## config.mk

```make
export PLATFORM = sky130hd
export DESIGN_NAME = hex_to_bcd_flat
export DESIGN_NICKNAME = d
export VERILOG_FILES = /design/src/rtl/hex_to_bcd_if.sv /design/src/rtl/hex_to_bcd.sv /design/src/flat_wrapper.sv
export SDC_FILE = /design/constraint.sdc
export NUM_CORES = 1
export LEC_CHECK = 0
export CAP_MARGIN = 15
export CELL_PAD_IN_SITES_DETAIL_PLACEMENT = 0
export CELL_PAD_IN_SITES_GLOBAL_PLACEMENT = 1
export CORE_ASPECT_RATIO = 1.75
export CORE_MARGIN = 2
export CORE_UTILIZATION = 35
export DETAILED_ROUTE_END_ITERATION = 8
export GPL_TIMING_DRIVEN = 0
export PLACE_DENSITY = 0.66
export SLEW_MARGIN = 20
export SYNTH_ARGS = -nofsm -noshare
export SYNTH_HDL_FRONTEND = slang
export SYNTH_SLANG_ARGS = --single-unit
```

## constraint.sdc

```tcl
create_clock -name clk -period 4.7 [get_ports clk]
set_clock_uncertainty 0.2 [all_clocks]
set_input_delay 0.705 -clock clk [delete_from_list [all_inputs] [get_ports clk]]
set_output_delay 0.705 -clock clk [all_outputs]
set_load 0.005 [all_outputs]
```

## src/rtl/hex_to_bcd_if.sv

```systemverilog
// hex_to_bcd_if
//   Start/done handshake bundle for the sequential binary-to-BCD converter.
//   Signals:
//     start    - conversion request from the master, honoured only when idle
//     Hex      - 32-bit unsigned binary operand, captured on an accepted start
//     BCD      - packed 8-digit BCD result (digit 7 in [31:28])
//     busy     - conversion in progress
//     done     - one-cycle pulse when BCD/overflow update
//     overflow - last converted value exceeded 99,999,999
//   Modports:
//     master - the requester (drives start/Hex, observes results)
//     slave  - the converter (observes start/Hex, drives results)
interface hex_to_bcd_if;
  logic        start;
  logic [31:0] Hex;
  logic [31:0] BCD;
  logic        busy;
  logic        done;
  logic        overflow;

  modport master (
    output start,
    output Hex,
    input  BCD,
    input  busy,
    input  done,
    input  overflow
  );

  modport slave (
    input  start,
    input  Hex,
    output BCD,
    output busy,
    output done,
    output overflow
  );
endinterface

```

## src/rtl/hex_to_bcd.sv

```systemverilog
// hex_to_bcd
//   Sequential 32-bit binary to 8-digit packed BCD converter using the
//   double-dabble (shift-and-add-3) algorithm, one input bit per clock.
//   A conversion takes 32 clocks from the accepting edge to the done pulse.
//   Values above 99,999,999 saturate to 9999_9999 with overflow set.
//   Ports:
//     clk   - rising-edge clock
//     rst_n - asynchronous active-low reset; aborts any conversion in flight
//     bus   - hex_to_bcd_if.slave (start, Hex, BCD, busy, done, overflow)
module hex_to_bcd (
  input  logic          clk,
  input  logic          rst_n,
  hex_to_bcd_if.slave   bus
);

  localparam int DATA_W   = 32;           // binary operand width
  localparam int DIGITS   = 10;           // scratch digits (2^32 needs 10)
  localparam int SCR_W    = DIGITS * 4;   // scratch width
  localparam int OUT_DIG  = 8;            // digits presented on BCD
  localparam int CAT_W    = SCR_W + DATA_W;

  localparam logic [0:0] ST_IDLE = 1'b0;
  localparam logic [0:0] ST_RUN  = 1'b1;

  localparam logic [5:0] LAST_BIT = 6'(DATA_W - 1);

  // Add 3 to every scratch digit that is 5 or more, so that the following
  // left shift carries correctly into the next decimal digit.
  function automatic logic [SCR_W-1:0] dabble_adjust(input logic [SCR_W-1:0] scr);
    logic [SCR_W-1:0] res;
    logic [3:0]       dig;
    res = scr;
    for (int d = 0; d < DIGITS; d++) begin
      dig = scr[d*4 +: 4];
      if (dig >= 4'd5) begin
        res[d*4 +: 4] = dig + 4'd3;
      end
    end
    return res;
  endfunction

  // Clamp the 10-digit result to the 8-digit output range.
  // Returns {overflow, bcd}.
  function automatic logic [OUT_DIG*4:0] saturate(input logic [SCR_W-1:0] scr);
    logic [OUT_DIG*4:0] res;
    if (scr[SCR_W-1 -: 8] != 8'h00) begin
      res = {1'b1, 32'h9999_9999};
    end else begin
      res = {1'b0, scr[OUT_DIG*4-1:0]};
    end
    return res;
  endfunction

  logic [0:0]        state_q;
  logic [DATA_W-1:0] shift_q;
  logic [SCR_W-1:0]  scratch_q;
  logic [5:0]        cnt_q;
  logic [31:0]       bcd_q;
  logic              ovf_q;
  logic              done_q;

  logic [CAT_W-1:0]  cat_adj;
  logic [CAT_W-1:0]  cat_next;
  logic [SCR_W-1:0]  scratch_next;
  logic [DATA_W-1:0] shift_next;
  logic [32:0]       sat_res;
  logic              accept;
  logic              last_step;

  // Combinational double-dabble step: adjust, then shift one bit of the
  // binary operand into the scratch.
  always_comb begin
    cat_adj      = {dabble_adjust(scratch_q), shift_q};
    cat_next     = {cat_adj[CAT_W-2:0], 1'b0};
    scratch_next = cat_next[CAT_W-1 -: SCR_W];
    shift_next   = cat_next[DATA_W-1:0];
    sat_res      = saturate(scratch_next);
  end

  assign accept    = (state_q == ST_IDLE) && bus.start;
  assign last_step = (state_q == ST_RUN) && (cnt_q == LAST_BIT);

  // Control: idle/run state, bit counter, done pulse
  always_ff @(posedge clk or negedge rst_n) begin
    if (!rst_n) begin
      state_q <= ST_IDLE;
      cnt_q   <= '0;
      done_q  <= 1'b0;
    end else begin
      done_q <= 1'b0;
      case (state_q)
        ST_IDLE: begin
          if (accept) begin
            state_q <= ST_RUN;
            cnt_q   <= '0;
          end
        end
        ST_RUN: begin
          cnt_q <= cnt_q + 6'd1;
          if (last_step) begin
            state_q <= ST_IDLE;
            done_q  <= 1'b1;
          end
        end
        default: begin
          state_q <= ST_IDLE;
        end
      endcase
    end
  end

  // Datapath: operand capture and iterative shift-and-add-3
  always_ff @(posedge clk or negedge rst_n) begin
    if (!rst_n) begin
      shift_q   <= '0;
      scratch_q <= '0;
    end else if (accept) begin
      shift_q   <= bus.Hex;
      scratch_q <= '0;
    end else if (state_q == ST_RUN) begin
      shift_q   <= shift_next;
      scratch_q <= scratch_next;
    end
  end

  // Result: loaded only from the final post-shift scratch, held otherwise
  always_ff @(posedge clk or negedge rst_n) begin
    if (!rst_n) begin
      bcd_q <= '0;
      ovf_q <= 1'b0;
    end else if (last_step) begin
      bcd_q <= sat_res[31:0];
      ovf_q <= sat_res[32];
    end
  end

  assign bus.BCD      = bcd_q;
  assign bus.overflow = ovf_q;
  assign bus.busy     = (state_q == ST_RUN);
  assign bus.done     = done_q;

endmodule

```

## src/flat_wrapper.sv

```systemverilog
// flat-port wrapper written by rule: the top's interface ports become plain ports
module hex_to_bcd_flat 
  (clk, rst_n, bus_start, bus_Hex, bus_BCD, bus_busy, bus_done, bus_overflow);
  hex_to_bcd_if bus_i ();
  input  logic clk;
  input  logic rst_n;
  input wire logic [$bits(bus_i.start)-1:0] bus_start;
  input wire logic [$bits(bus_i.Hex)-1:0] bus_Hex;
  output wire logic [$bits(bus_i.BCD)-1:0] bus_BCD;
  output wire logic [$bits(bus_i.busy)-1:0] bus_busy;
  output wire logic [$bits(bus_i.done)-1:0] bus_done;
  output wire logic [$bits(bus_i.overflow)-1:0] bus_overflow;
  assign bus_i.start = bus_start;
  assign bus_i.Hex = bus_Hex;
  assign bus_BCD = bus_i.BCD;
  assign bus_busy = bus_i.busy;
  assign bus_done = bus_i.done;
  assign bus_overflow = bus_i.overflow;
  hex_to_bcd u_core (.clk(clk), .rst_n(rst_n), .bus(bus_i));
endmodule
```

* Word-level counts from Yosys, hierarchy flattened
Cells that the tools add are included. W data, S select, Z words.
Operators by class: reduce and logical (&&, ||, !) cells 4, $add $sub $neg 11, $lt $le $gt $ge 10, equal/unequal tests 2, multiplexer cells 22, bitwise logic cells 1
Operators by type and width (number):
- $mux W40 | 2
- $mux W32 | 2
- $ge A4 B3 Y1 const B | 10
- $add A4 B2 Y4 const B | 9
- $mux W4 | 9
- $mux W33 | 1
- $pmux W6 S2 | 1
- $reduce_bool A8 Y1 | 1
- $add A6 B1 Y6 const B | 1
- $eq A6 B5 Y1 const B | 1
- $mux W6 | 1
- $mux W1 | 4
- $add A3 B2 Y3 const B | 1
- $mux W3 | 1
- $logic_and A1 B1 Y1 | 2
- $ne A2 B1 Y1 const B | 1
- $pmux W1 S2 | 1
- $reduce_bool A2 Y1 | 1
- $not A1 Y1 | 1
Storage, ports and cells: register bits 113, input bits 35

* Logic depth before layout (Yosys ltp)
depth after elaboration 4, gate-level depth with buffers 9, depth with buffers taken out 7

* Least setup slack after synthesis
Ideal clock, no wire load.
path type register -> register, start register u_core.cnt_q[0], end register u_core.bcd_q[11], in the netlist u_core.bus.BCD[11], library setup time 0.126 ns, arrival time 2.145 ns, cell stages (with the launch flop) 10, buffers on the path 2, slack 2.228 ns, clock period less this slack 2.472 ns, path through dfrtp_1 > ha_1 > nand3_1 > or4b_4 > buf_6 > clkinv_2 > nand3_4 > nor4_4 > buf_4 > a31oi_1
Between the ends: word-level cells in the longest chain between the ends 2
RTL lines:
- start: declaration | RTL line hex_to_bcd.sv:57 | logic [5:0] cnt_q;
- start signal: assignment | RTL line hex_to_bcd.sv:99 | cnt_q <= cnt_q + 6'd1;
- $eq A6 B5 Y1 | RTL line hex_to_bcd.sv:81 | assign last_step = (state_q == ST_RUN) && (cnt_q == LAST_BIT);
- $logic_and A1 B1 Y1 | RTL line hex_to_bcd.sv:81
- end signal: assignment | RTL line hex_to_bcd.sv:132 | bcd_q <= sat_res[31:0];
- end: declaration | RTL line hex_to_bcd.sv:58 | logic [31:0] bcd_q;
No other way between the ends. A chain may end at the register's enable or synchronous reset.

* Final worst setup path
start register u_core.scratch_q[36], end register u_core.bcd_q[11], in the netlist u_core.bus.BCD[11]
Between the ends: word-level cells in the longest chain between the ends 4, elaborated cells on any way between the ends 5
RTL lines:
- start: declaration | RTL line hex_to_bcd.sv:56 | logic [SCR_W-1:0] scratch_q;
- start signal: assignment | RTL line hex_to_bcd.sv:122 | scratch_q <= scratch_next;
- $ge A4 B3 Y1 or $add A3 B2 Y3 (tied branches) | RTL line hex_to_bcd.sv:35, hex_to_bcd.sv:36
- $mux W3 (*) | RTL line hex_to_bcd.sv:35 | if (dig >= 4'd5) begin
- $reduce_bool A8 Y1 (*) | RTL line hex_to_bcd.sv:46 | if (scr[SCR_W-1 -: 8] != 8'h00) begin
- $mux W33 (*) | RTL line hex_to_bcd.sv:46
Mark *: on every way between the ends. The rest lies on a longest branch, timed or not.

==> run summary <==
final net count - 672
crit path launch type - flop
Root Buffer - clkbuf_16
Least-Margin Pin Slew - 837.0 ps
die width - 98.21 µm
power density cells - 669.1 nW/µm²
H-tree lvl count - 4
layout cell share with drive strength beyond 1 - 0.06836
Crit. End Element - flop
Fin. Hold Viols - 0
min Tclk post-route - 2923 ps
Initial Util - 0.3550
global-route usage over all layers - 0.1642
Post-synth EDFFs - 0
DR WL/cell - 15.67 µm
DRT Wirelength - 12.77 mm
cell count after synthesis - 528
setup TNS - 0 ps
Clock Tree Buf Depth - 2
via/cell ratio - 5.134
full die area - 16,580 µm²
Worst EP required - 4780 ps
Synth area leader - dfrtp_1
vias in the first global route - 4,343
post-synthesis async set-or-reset flop share - 1.000
chip height - 168.9 µm
crit path max-delay cell type - nor4_4
antenna violations before repair - 0
Area Growth Syn to Fin - 28.26%
Core ar. - 15,310 µm²
worst-path fanout max - 10
final setup fails - 0
Post-CTS Setup Bufs - 0
CTS buffer count - 17
DRC Markers - 0
Post-DRT Antenna Nets - 0
total gr overflow - 0
Seq/Total Area, Yosys - 0.5201
post-cts resize count - 0
Max Slew Vio Count - 0
Max Fclk - 0.3421 GHz
clock slew at reported path FFs - 60 ps
worst vdd ir - 258.2 µV
Placer Congestion - 0.7713
first-pass GRT wire length - 21.87 mm
dominant synthesized flop cell - dfrtp_1
First-pass DRT Iterations - 6
critical-path cell list - inv_1, ha_1, nand2b_1, a21oi_1, mux2i_1, nor4_4, buf_4, a31oi_1
Setup WS pre-CTS - 1759 ps
PnR Total Power - 4666 µW
CTS tree - done
CTS Hold Buffers Added - 0
worst hold path class - input pin to async pin
status - finished clean
Pleak - 0.003225 µW
clk_lat worst skew - 400 ps
Top Ports - 70
Vias - 4,184
Antenna diodes - 0
final std cells w/o fill - 815
Row Count - 60
Max transition margin - 0.4260
Net Count, Synth - 584
Setup Crit Path Kind - flop to flop
Mapped Avg Cell Area - 10.30 µm²
period utilization - 0.6219
largest cells by area after synthesis - dfrtp_1 (52%), mux2i_1 (7.7%), a22o_1 (7.7%)
largest net degree at the start of global routing - 62
synthesis-stage register bit count - 113
detailed placement HPWL - 9.223 mm
Synth top area share - 0.5201
unrepaired setup endpoints after global routing - no
final worst setup slack - 1777 ps
port bufs - 68
post-synth cell types - 33
initial DRC count - 193
clock sink count - 113
worst hold margin - 51.06 ps
Synthesis Warnings - 0
max-cap viol count - 0
Post-Syn Area - 5436 µm²
dpl cells - 783
Arr. time, crit path - 3000 ps
Critical Path Max Stage Delay - 640 ps
-- per-layer routing --
layer	track usage	vias up	part of all wire
li1	-	2031	-
met1	0.1928	2065	0.42
met2	0.2987	79	0.53
met3	0.03262	9	0.036
met4	0.05301	0	0.011
met5	0	-	0
-- layout make-up --
type / count / area (µm²)
inverters: 23 / 90.09
plain buffers: 27 / 125.1
clock inverters: 14 / 165.2
clock buffers: 18 / 429.2
well taps: 186 / 232.7
flip-flops and latches: 113 / 2828
multi-input cells: 365 / 2394
fillers: 1497 / 8342
repair buffers: 69 / 709.4
-- cell usage after synthesis (2+ instances only) --
cell,count
a21oi_1,21
a22o_1,48
a31oi_1,8
and2_1,3
buf_1,6
buf_4,2
buf_6,2
clkbuf_1,16
dfrtp_1,113
ha_1,21
inv_1,21
mux2i_1,42
nand2_1,74
nand2b_1,15
nand3_1,3
nor2_1,33
nor2b_1,2
nor3_1,8
nor3b_1,4
o21ai_0,58
o31ai_1,5
or3_1,2
xnor2_1,11
-- cell usage in the layout, fill, tap and decap left out, drive strengths merged --
cell type | synthesis | routed
a22o | 48 | 48
or4b | 1 | 1
nand2b | 15 | 15
dfrtp | 113 | 113
a31oi | 8 | 8
nor2 | 33 | 33
nor3 | 8 | 8
nor3b | 4 | 4
a21oi | 21 | 21
nand3 | 4 | 4
xnor2 | 11 | 11
o31ai | 5 | 5
inv | 22 | 23
clkinv | 1 | 9
and2 | 3 | 3
clkbuf | 16 | 34
clkinvlp | 0 | 2
buf | 11 | 13
ha | 21 | 21
bufinv | 0 | 3
nor4 | 1 | 1
nor2b | 2 | 2
o211ai | 1 | 1
o21ai | 58 | 58
nand2 | 74 | 74
nand4 | 1 | 1
a2111o | 1 | 1
xor2 | 1 | 1
clkdlybuf4s50 | 0 | 67
or3 | 2 | 2
mux2i | 42 | 42
-- critical path, delay by kind of cell (launching register included) --
| family | cells | cell delay (ps) |
|---|---|---|
| mux | 1 | 350 |
| fa+ha+maj | 1 | 240 |
| simple gates | 2 | 720 |
| flops | 1 | 420 |
| compound gates | 2 | 440 |
| buf+inv | 2 | 420 |
-- report_power, final --
| part | switching, µW | internal, µW | total [µW] |
|---|---|---|---|
| Combinational | 864 | 854 | 1720 |
| Sequential | 307 | 1350 | 1650 |
| Clock | 462 | 831 | 1290 |
| Total | 1630 | 3030 | 4670 |
-- registers in the layout (all words and copies together) (netlist names) --
| name | count |
|---|---|
| u_core.shift_q | 32 |
| u_core.scratch_q | 40 |
| u_core.cnt_q | 6 |
| u_core.bus.overflow | 1 |
| u_core.bus.BCD | 32 |
| u_core.bus.done | 1 |
| u_core.bus.busy | 1 |
-- through the flow --
| step | utilization | area, µm² |
|---|---|---|
| floorplan | - | 5436 |
| global placement | 0.4146 | 6350 |
| detailed placement | 0.4165 | 6379 |
| CTS | 0.4553 | 6973 |
| global route | 0.4553 | 6973 |
| finish | 0.4553 | 6973 |
-- worst paths after layout --
| check | start | endpoint | slack [ps] | cells past startpoint |
|---|---|---|---|---|
| hold / removal | rst_n | u_core.scratch_q[10] | 50 | 1 |
| setup / recovery | u_core.scratch_q[36] | u_core.bus.BCD[11] | 1780 | 8 |
| min in group clk | u_core.shift_q[1] | u_core.shift_q[2] | 280 | 2 |
| hold reg to reg | u_core.shift_q[1] | u_core.shift_q[2] | 280 | 2 |
| setup reg to reg | u_core.scratch_q[36] | u_core.bus.BCD[11] | 1780 | 8 |
| max in group asynchronous | rst_n | u_core.scratch_q[30] | 3560 | 2 |
-- cells by family (layout without fill, tap and decap cells) --
logic type	count (synthesis)	in the layout	share of synthesized area
simple gates	148	148	0.1257
fa+ha+maj	21	21	0.04833
xor+xnor	12	12	0.01933
flops	113	113	0.5201
mux	42	42	0.07733
buf+inv	50	151	0.03958
compound gates	142	142	0.1696
No activity file was read; power rests on OpenSTA's default activity.
==> variant (same flow settings) <==
Reset style: synchronous (`rst_n`), changed in 3 clocked blocks. Comments in the files are not updated.
--- a/src/rtl/hex_to_bcd.sv
+++ b/src/rtl/hex_to_bcd.sv
@@ -83,3 +83,3 @@
   // Control: idle/run state, bit counter, done pulse
-  always_ff @(posedge clk or negedge rst_n) begin
+  always_ff @(posedge clk) begin
     if (!rst_n) begin
@@ -112,3 +112,3 @@
   // Datapath: operand capture and iterative shift-and-add-3
-  always_ff @(posedge clk or negedge rst_n) begin
+  always_ff @(posedge clk) begin
     if (!rst_n) begin
@@ -126,3 +126,3 @@
   // Result: loaded only from the final post-shift scratch, held otherwise
-  always_ff @(posedge clk or negedge rst_n) begin
+  always_ff @(posedge clk) begin
     if (!rst_n) begin
Formal check against the unedited RTL: differs if rst_n is asserted again (counterexample within 4 cycles, from zero or initial values and one cycle with rst_n low); with rst_n held inactive, the same outputs for 10 cycles.
==> variant against the unedited design <==
Area after synthesis grew 2.9%. Sequential cell count unchanged. Final area grew 1.7%. Wire length rose by 13%. Setup slack improved by 0.16 ns. Cell count rose by 11%. Critical endpoint is now u_core.bus.BCD[28].
Power is not compared: it rests on default switching activity, and its combinational part moved more than twofold at a synthesized area within 25%.
==> variant: results <==
metrics = {
    "placement": {
        "place.gp.congestion": 0.798,
        "dpl-instance-area_mm2": 0.00651,
        "hpwl_um": 10700,
    },
    "grt": {
        "grt_pass1_wl_um": 23500,
        "grt_pass1_vias": 4831,
        "grt.total_usage_pct": 17.6,
        "grt_max_degree": 17,
    },
    "finish": {
        "num-nonclk-buffers": 111,
        "n_clock_buffer": 19,
        "multi_input_area_share_pct": 42.6,
        "num-multi-input-gates": 432,
        "layout.nonclk_buf_share_pct": 12.4,
        "num_antenna_cells": 0,
        "fin_nets": 761,
        "drive_gt1_share_pct": 9.61,
        "clk_share_pct": 8.20,
        "design.seq.count": 113,
        "final_cell_area_mm2": 0.00709,
        "seq_share_pct": 31.9,
        "utilization_pct": 44.9,
        "nNonClkInverters": 30,
        "fillers": 1560,
    },
    "routing": {
        "drtPass1Iterations": 4,
        "wl_um": 14400,
        "vias_per_cell": 5.11,
        "drt_iter0_markers": 154,
    },
    "logic_synthesis": {
        "yosys.area_share.adder_pct": 4.70,
        "ys.flop_type": "dfxtp_1",
        "synth-compound-area-share_pct": 18.5,
        "yosysSeqAreaShare_pct": 40.4,
        "synth.area.mux_share_pct": 10.7,
        "synth_common_cells": "dfxtp_1 (113), o21ai_0 (59), mux2i_1 (51)",
        "ys_top_cells_by_area": "dfxtp_1 (40%), mux2i_1 (9.1%), o21ai_0 (5.3%), ha_1 (4.7%), and2_1 (3.5%)",
        "ys_async_sr_fraction_pct": 0,
        "synth_xor_area_share_pct": 2.35,
        "synth_nets": 674,
        "ys_types": 41,
    },
    "worst_setup_path": {
        "timing.critical_path.from": "u_core.scratch_q[33]",
        "r2r_end": "u_core.bus.BCD[28]",
        "r2r-start": "u_core.scratch_q[33]",
        "r2r_slack_ns": 1.93,
    },
    "pwr": {
        "swShare_pct": 24.9,
        "seq-power_mw": 1.01,
        "p_total_mw": 2.52,
    },
    "hold_path": {
        "hp-class": "reg2reg",
        "hold_depth": 2,
    },
    "timing": {
        "relSlewSlack_pct": 40.9,
    },
    "cts": {
        "cts-resized-gates": 0,
        "cts_buffer_depth": 2,
    },
    "run_status": {
        "status": "complete, no violations",
    },
}
## variant: cell types whose count changed after synthesis, moves of 10 or more
cell      before  now
and2_1         3   31
nor3b_1        4   21
a211oi_1       0   16
dfrtp_1      113    0
a21oi_1       21   35
a22o_1        48    0
nand3_1        3   20
dfxtp_1        0  113
nor2b_1        2   21
o41ai_2        0   10
nand2_1       74   42
## variant: worst min path at each step
| stage | startpoint | endpoint | slack, ns |
|---|---|---|---|
| finish | u_core.bus.BCD[9] | u_core.bus.BCD[9] | 0.28 |
| global route | u_core.bus.BCD[22] | u_core.bus.BCD[22] | 0.31 |
| CTS | u_core.bus.BCD[9] | u_core.bus.BCD[9] | 0.29 |
| detailed placement | u_core.bus.BCD[25] | u_core.bus.BCD[25] | 0.26 |
| global placement | u_core.bus.BCD[9] | u_core.bus.BCD[9] | 0.26 |
| floorplan | u_core.bus.BCD[10] | u_core.bus.BCD[10] | 0.26 |
## variant: metal layers
| metal | share of wire [%] | wire length [µm] | global-route usage (%) | vias to the layer above |
|---|---|---|---|---|
| li1 | - | - | - | 2335 |
| met1 | 40 | 5780 | 18.4 | 2172 |
| met2 | 54 | 7740 | 33.5 | 110 |
| met3 | 3.8 | 555 | 3.82 | 18 |
| met4 | 2.4 | 341 | 6.97 | 0 |
| met5 | 0 | 0 | 0 | - |
## variant: worst max-delay path, cell delays in order (launching register included)
cell       delay [ns]
dfxtp_1          0.43
inv_1            0.09
ha_1             0.19
nand2b_2         0.20
a2111oi_2        0.42
o22ai_2          0.30
nor3_4           0.47
buf_6            0.22
a31oi_1          0.09
## variant: through the flow
step                instances  setup slack, ns
global route              907             1.77
detailed placement        875             1.82
finish                    907             1.93
global placement          875             1.82
CTS                       907             1.90
floorplan                 618             2.46
